--- config.mk ---
export PLATFORM = sky130hd
export DESIGN_NAME = instrumented_adder_meas_ctrl_flat
export DESIGN_NICKNAME = d
export VERILOG_FILES = /design/src/rtl/instrumented_adder_meas_ctrl_if.sv /design/src/rtl/instrumented_adder_meas_ctrl.sv /design/src/flat_wrapper.sv
export SDC_FILE = /design/constraint.sdc
export NUM_CORES = 1
export LEC_CHECK = 0
export CORE_ASPECT_RATIO = 0.7
export CORE_UTILIZATION = 48
export DETAILED_ROUTE_END_ITERATION = 6
export PLACE_DENSITY_LB_ADDON = 0.2
export SLEW_MARGIN = 30
export SYNTH_ARGS = -nofsm -noshare
export SYNTH_HDL_FRONTEND = slang
export SYNTH_SLANG_ARGS = --single-unit
--- constraint.sdc ---
create_clock -name wb_clk_i -period 5.5 [get_ports wb_clk_i]
set_clock_uncertainty 0.1 [all_clocks]
set_input_delay 1.1 -clock wb_clk_i [delete_from_list [all_inputs] [get_ports wb_clk_i]]
set_output_delay 1.1 -clock wb_clk_i [all_outputs]
set_load 0.02 [all_outputs]
--- src/rtl/instrumented_adder_meas_ctrl_if.sv ---
// Handshake/config bundle between the LA/Wishbone config side and the measurement controller.
interface instrumented_adder_meas_ctrl_if #(parameter int GATE_W = 16);
  logic              active;
  logic              start;
  logic [31:0]       cfg_a;
  logic [31:0]       cfg_b;
  logic [GATE_W-1:0] cfg_gate;
  logic [31:0]       ring_cnt;
  logic [31:0]       adder_sum;
  logic [31:0]       adder_a;
  logic [31:0]       adder_b;
  logic              ring_en;
  logic              ring_cnt_clr;
  logic              busy;
  logic              done;
  logic [31:0]       result_count;
  logic [31:0]       result_sum;
  logic              err_stall;

  modport master (
    output active, start, cfg_a, cfg_b, cfg_gate, ring_cnt, adder_sum,
    input  adder_a, adder_b, ring_en, ring_cnt_clr, busy, done,
           result_count, result_sum, err_stall
  );

  modport slave (
    input  active, start, cfg_a, cfg_b, cfg_gate, ring_cnt, adder_sum,
    output adder_a, adder_b, ring_en, ring_cnt_clr, busy, done,
           result_count, result_sum, err_stall
  );
endinterface

--- src/rtl/instrumented_adder_meas_ctrl.sv ---
// Sequencer for one ring-oscillator timing measurement of the instrumented adder.
// Optional MEAS_CTRL_ACCUM_EN: repeat 2**REPEAT_LOG2 runs per start and accumulate counts.
module instrumented_adder_meas_ctrl #(
  parameter int SETTLE_CYCLES = 4,
  parameter int CAPTURE_DELAY = 2,
  parameter int GATE_W        = 16,
  parameter int REPEAT_LOG2   = 2
) (
  input logic                           wb_clk_i,
  input logic                           wb_rst_i,
  instrumented_adder_meas_ctrl_if.slave bus
);

  if (SETTLE_CYCLES < 1 || SETTLE_CYCLES > 255 || CAPTURE_DELAY < 1 || REPEAT_LOG2 < 1)
    begin : g_bad_param
      $error("instrumented_adder_meas_ctrl: parameter out of range");
    end

  typedef enum logic [2:0] {IDLE, SETTLE, RUN, CAPTURE, DONE} state_t;

  state_t            state;
  logic [31:0]       cnt;
  logic [GATE_W-1:0] gate;
  logic              start_ok;

  assign start_ok = bus.start && (bus.cfg_gate != '0);

`ifdef MEAS_CTRL_ACCUM_EN
  logic [REPEAT_LOG2-1:0] rep;
  logic [32:0]            acc;
  logic [31:0]            acc_sat;
  assign acc     = {1'b0, bus.result_count} + {1'b0, bus.ring_cnt};
  assign acc_sat = acc[32] ? 32'hFFFF_FFFF : acc[31:0];
`endif

  always_ff @(posedge wb_clk_i) begin
    // active low behaves exactly like reset: abort and clear everything
    if (wb_rst_i || !bus.active) begin
      state            <= IDLE;
      cnt              <= '0;
      gate             <= '0;
      bus.adder_a      <= '0;
      bus.adder_b      <= '0;
      bus.ring_en      <= 1'b0;
      bus.ring_cnt_clr <= 1'b0;
      bus.busy         <= 1'b0;
      bus.done         <= 1'b0;
      bus.result_count <= '0;
      bus.result_sum   <= '0;
      bus.err_stall    <= 1'b0;
`ifdef MEAS_CTRL_ACCUM_EN
      rep              <= '0;
`endif
    end else begin
      bus.ring_cnt_clr <= 1'b0;
      case (state)
        IDLE, DONE: begin
          if (start_ok) begin
            state            <= SETTLE;
            cnt              <= 32'(SETTLE_CYCLES - 1);
            gate             <= bus.cfg_gate;
            bus.adder_a      <= bus.cfg_a;
            bus.adder_b      <= bus.cfg_b;
            bus.ring_cnt_clr <= 1'b1;
            bus.busy         <= 1'b1;
            bus.done         <= 1'b0;
`ifdef MEAS_CTRL_ACCUM_EN
            rep              <= '0;
            bus.result_count <= '0;
            bus.err_stall    <= 1'b0;
`endif
          end
        end
        SETTLE: begin
          if (cnt == '0) begin
            state       <= RUN;
            bus.ring_en <= 1'b1;
            cnt         <= 32'(gate) - 32'd1;
          end else begin
            cnt <= cnt - 32'd1;
          end
        end
        RUN: begin
          if (cnt == '0) begin
            state       <= CAPTURE;
            bus.ring_en <= 1'b0;
            cnt         <= 32'(CAPTURE_DELAY - 1);
          end else begin
            cnt <= cnt - 32'd1;
          end
        end
        CAPTURE: begin
          if (cnt == '0) begin
            bus.result_sum <= bus.adder_sum;
`ifdef MEAS_CTRL_ACCUM_EN
            bus.result_count <= acc_sat;
            bus.err_stall    <= bus.err_stall | (bus.ring_cnt == '0);
            if (rep != '1) begin
              rep              <= rep + 1'b1;
              state            <= SETTLE;
              cnt              <= 32'(SETTLE_CYCLES - 1);
              bus.ring_cnt_clr <= 1'b1;
            end else begin
              state    <= DONE;
              bus.busy <= 1'b0;
              bus.done <= 1'b1;
            end
`else
            bus.result_count <= bus.ring_cnt;
            bus.err_stall    <= (bus.ring_cnt == '0);
            state            <= DONE;
            bus.busy         <= 1'b0;
            bus.done         <= 1'b1;
`endif
          end else begin
            cnt <= cnt - 32'd1;
          end
        end
        default: state <= IDLE;
      endcase
    end
  end

endmodule

--- src/flat_wrapper.sv ---
// flat-port wrapper written by rule: the top's interface ports become plain ports
module instrumented_adder_meas_ctrl_flat 
#(
  parameter int SETTLE_CYCLES = 4,
  parameter int CAPTURE_DELAY = 2,
  parameter int GATE_W        = 16,
  parameter int REPEAT_LOG2   = 2
)
  (wb_clk_i, wb_rst_i, bus_active, bus_start, bus_cfg_a, bus_cfg_b, bus_cfg_gate, bus_ring_cnt, bus_adder_sum, bus_adder_a, bus_adder_b, bus_ring_en, bus_ring_cnt_clr, bus_busy, bus_done, bus_result_count, bus_result_sum, bus_err_stall);
  instrumented_adder_meas_ctrl_if #(.GATE_W(GATE_W)) bus_i ();
  input logic wb_clk_i;
  input logic wb_rst_i;
  input wire logic [$bits(bus_i.active)-1:0] bus_active;
  input wire logic [$bits(bus_i.start)-1:0] bus_start;
  input wire logic [$bits(bus_i.cfg_a)-1:0] bus_cfg_a;
  input wire logic [$bits(bus_i.cfg_b)-1:0] bus_cfg_b;
  input wire logic [$bits(bus_i.cfg_gate)-1:0] bus_cfg_gate;
  input wire logic [$bits(bus_i.ring_cnt)-1:0] bus_ring_cnt;
  input wire logic [$bits(bus_i.adder_sum)-1:0] bus_adder_sum;
  output wire logic [$bits(bus_i.adder_a)-1:0] bus_adder_a;
  output wire logic [$bits(bus_i.adder_b)-1:0] bus_adder_b;
  output wire logic [$bits(bus_i.ring_en)-1:0] bus_ring_en;
  output wire logic [$bits(bus_i.ring_cnt_clr)-1:0] bus_ring_cnt_clr;
  output wire logic [$bits(bus_i.busy)-1:0] bus_busy;
  output wire logic [$bits(bus_i.done)-1:0] bus_done;
  output wire logic [$bits(bus_i.result_count)-1:0] bus_result_count;
  output wire logic [$bits(bus_i.result_sum)-1:0] bus_result_sum;
  output wire logic [$bits(bus_i.err_stall)-1:0] bus_err_stall;
  assign bus_i.active = bus_active;
  assign bus_i.start = bus_start;
  assign bus_i.cfg_a = bus_cfg_a;
  assign bus_i.cfg_b = bus_cfg_b;
  assign bus_i.cfg_gate = bus_cfg_gate;
  assign bus_i.ring_cnt = bus_ring_cnt;
  assign bus_i.adder_sum = bus_adder_sum;
  assign bus_adder_a = bus_i.adder_a;
  assign bus_adder_b = bus_i.adder_b;
  assign bus_ring_en = bus_i.ring_en;
  assign bus_ring_cnt_clr = bus_i.ring_cnt_clr;
  assign bus_busy = bus_i.busy;
  assign bus_done = bus_i.done;
  assign bus_result_count = bus_i.result_count;
  assign bus_result_sum = bus_i.result_sum;
  assign bus_err_stall = bus_i.err_stall;
  instrumented_adder_meas_ctrl #(.SETTLE_CYCLES(SETTLE_CYCLES), .CAPTURE_DELAY(CAPTURE_DELAY), .GATE_W(GATE_W), .REPEAT_LOG2(REPEAT_LOG2)) u_core (.wb_clk_i(wb_clk_i), .wb_rst_i(wb_rst_i), .bus(bus_i));
endmodule
==> qor.yml <==
final_nets: 1390
hold_slack_ns: 0.3510
grt_pass1_wl_um: 39080
core-area_um2: 15600
intPower_mw: 2.477
instances_no_fill: 1453
synth-seq-cells: 184
fin_tns_setup_ns: 0
crit_path_end_kind: "flip-flop"
p_per_area_nw_per_um2: 316.1
rsz0062_at_grt: "no"
finalHoldViolations: 0
path_clk_slew_ns: 0.07
synth_area_um2: 7724
grt_max_degree: 76
dr.pass1.iters: 7
dpl.hpwl_um: 18010
fin_ws_ns: 2.037
path_max_fanout: 40
synth-main-ff-cell: "dfxtp_1"
drt_iter0_markers: 794
final_util_pct: 72.17
rows: 38
comb_power_share_pct: 22.6
period_share_pct: 62.97
dpl-instance-area_um2: 10600
first_global_vias: 7359
antenna_found_initial: 0
synth_edf_count: 0
cap_violations: 0
gp_congestion: 0.9155
path_class: "in -> reg"
cts-resized-gates: 0
cp.required_ns: 5.75
fillers: 1192
cts_tree: "yes"
p_sw_mw: 1.081
cts_max_level: 4
antenna_cells: 0
yosysWarnings: 0
dp.cells: 1421
chipHeight_um: 108.1
yosysSeqAreaShare_pct: 47.69
switching_share_pct: 30.39
ir_drop_v: 0.0002265
seqPwrFrac_pct: 39.6
cts_sinks: 184
pwr-share-clk_pct: 37.8
worst_pin_slew_ns: 0.9332
crit_path_start_kind: "input pin"
slew_headroom_pct: 37.22
overflow: 0
synthToLayoutAreaGrowth_pct: 45.71
status: "finished clean"
holdBufCountCts: 0
synth_cells: 996
root_buffer: "clkbuf_16"
postSynth.asyncResetShare_pct: 0
cp.arrival_ns: 3.72
clk_latency_ns: 0.43
hold_path.class: "reg -> reg"
drc: 0
final_area_um2: 11250
grt_use_total_pct: 30.31
drive_gt1_share_pct: 5.108
p_leak_nw: 3.982
finalCriticalPeriod_ns: 3.463
die-width_um: 153.6
boundaryPins: 281
post-cts-setup-buffers: 0
die_area_um2: 16610
post-place-ws_ns: 1.621
vias: 8064
setup_viol: 0
drv_slew: 0
cts_buffers: 17
syn_area_per_cell_um2: 7.755
fmax_ghz: 0.2888
place.port_buffers: 280
start_util_pct: 49.53
synth_cell_types: 61
wl_per_cell_um: 17.44
totalWireLength_um: 25350
viasPerCell: 5.550
power_mw: 3.558
syn_nets: 1146
cts_buffer_depth: 2
detail-route-antenna-nets: 0
[worst max-delay path: stages]
cell and delay, ns:
clkdlybuf4s50_1 0.44, or4_1 0.55, o41ai_2 0.53, or3_2 0.38, buf_4 0.43, nand2_1 0.11, a21oi_1 0.16
[cells in the mapped netlist, types with 2 or more instances]
cell type  count  area, um^2
nand2_1      321        1205
o311ai_0       2       17.52
o21ai_0       16       80.08
clkbuf_1      40       150.1
xor2_1         9       78.83
dfxtp_1      184        3684
o31ai_1        7       52.55
a21oi_1      164       820.8
o21ai_1        9       45.04
o221ai_1       3       26.28
or3_1         11       68.82
a221o_1        2       20.02
nor4_2         4       50.05
o31a_1         2       17.52
mux2i_1        2       20.02
inv_1         13       48.80
and2_1         4       25.02
ha_1           2       25.02
nor2b_1        4       25.02
a22oi_1        2       15.01
or4_1          9       67.56
o22ai_1        6       37.54
nor4_4         2       42.54
or2_2          5       31.28
nor3_2         2       20.02
a211oi_1       3       22.52
nand4_1       10       62.56
buf_2         18       90.09
nor3_1        28       140.1
nand3_1       12       60.06
nor2_1        32       120.1
o211ai_1       3       22.52
nand2b_1       4       25.02
xnor2_1        9       78.83
a21o_1         3       22.52
nor4b_1        2       17.52
nor3b_1        2       15.01
nor4_1        18       112.6
a31oi_1        5       31.28
[routing by layer]
layer	global-route usage [%]	vias up	share of wire, %
li1	-	3912	-
met1	37.72	3689	41
met2	48.96	408	46
met3	11.10	55	11
met4	9.714	0	2.5
met5	0	-	0
[layout by cell type, fill, tap and decap left out, types with 4 or more instances in the layout]
cell | netlist | routed
xnor2_1 | 9 | 9
or4_1 | 9 | 9
clkbuf_16 | 0 | 17
clkdlybuf4s50_1 | 0 | 280
o22ai_1 | 6 | 6
nor3_1 | 28 | 27
o21ai_1 | 9 | 9
nor4_1 | 18 | 17
and2_1 | 4 | 4
nand2_1 | 321 | 321
a21oi_1 | 164 | 164
inv_1 | 13 | 13
nor4_2 | 4 | 5
dfxtp_1 | 184 | 184
nand4_1 | 10 | 10
a31oi_1 | 5 | 5
or3_1 | 11 | 10
bufinv_16 | 0 | 4
o31ai_1 | 7 | 7
xor2_1 | 9 | 9
o21ai_0 | 16 | 16
nor2b_1 | 4 | 4
nand3_1 | 12 | 12
buf_4 | 1 | 5
or2_2 | 5 | 5
nor2_1 | 32 | 32
[final timing paths]
path	startpoint	end	slack, ns	cells after the start
worst max-delay path	bus_cfg_gate[7]	u_core.bus.adder_b[10]	2.04	7
worst min-delay path	u_core.bus.result_sum[15]	u_core.bus.result_sum[15]	0.35	2
worst max register to register	u_core.cnt[0]	u_core.cnt[19]	2.07	8
worst min register to register	u_core.bus.result_sum[15]	u_core.bus.result_sum[15]	0.35	2
[cells by family after synthesis]
family                     after synthesis  share of synthesized area, %
buffers and inverters                   74                         4.034
adders and majority gates                2                        0.3239
xor gates and xnor gates                18                         2.041
AOI/OAI and AO/OA                      235                         17.30
and+or+nand+nor                        480                         28.20
DFF                                    184                         47.69
muxes                                    3                        0.4050
[sequential cells by signal (all words and copies together), names as in the netlist]
signal,flops
u_core.bus.busy,1
u_core.cnt,32
u_core.bus.ring_en,1
u_core.state,3
u_core.bus.adder_a,32
u_core.bus.result_sum,32
u_core.bus.ring_cnt_clr,1
u_core.bus.result_count,32
u_core.bus.err_stall,1
u_core.gate,16
u_core.bus.adder_b,32
u_core.bus.done,1
[area by class of cell]
cell class              instances  area [um^2]  area share (%)
multi-input cells             738         3755           33.36
flip-flops and latches        184         3684           32.73
repair buffers                286         2868           25.48
clock buffers                  18        439.2           3.902
well taps                     200        250.2           2.223
clock inverters                14        210.2           1.868
inverters                      13        48.80          0.4336
[power by group through the flow]
stage          clock [mW]  sequential [mW]  combinational [mW]
2_1_floorplan           0             1.45               0.473
3_3_place_gp            0             1.44               0.761
3_5_place_dp            0             1.44               0.771
4_1_cts              1.36             1.41               0.780
5_1_grt              1.41             1.41               0.869
6_report             1.34             1.41               0.806
Note: power is estimated with default switching activity, not from simulation.
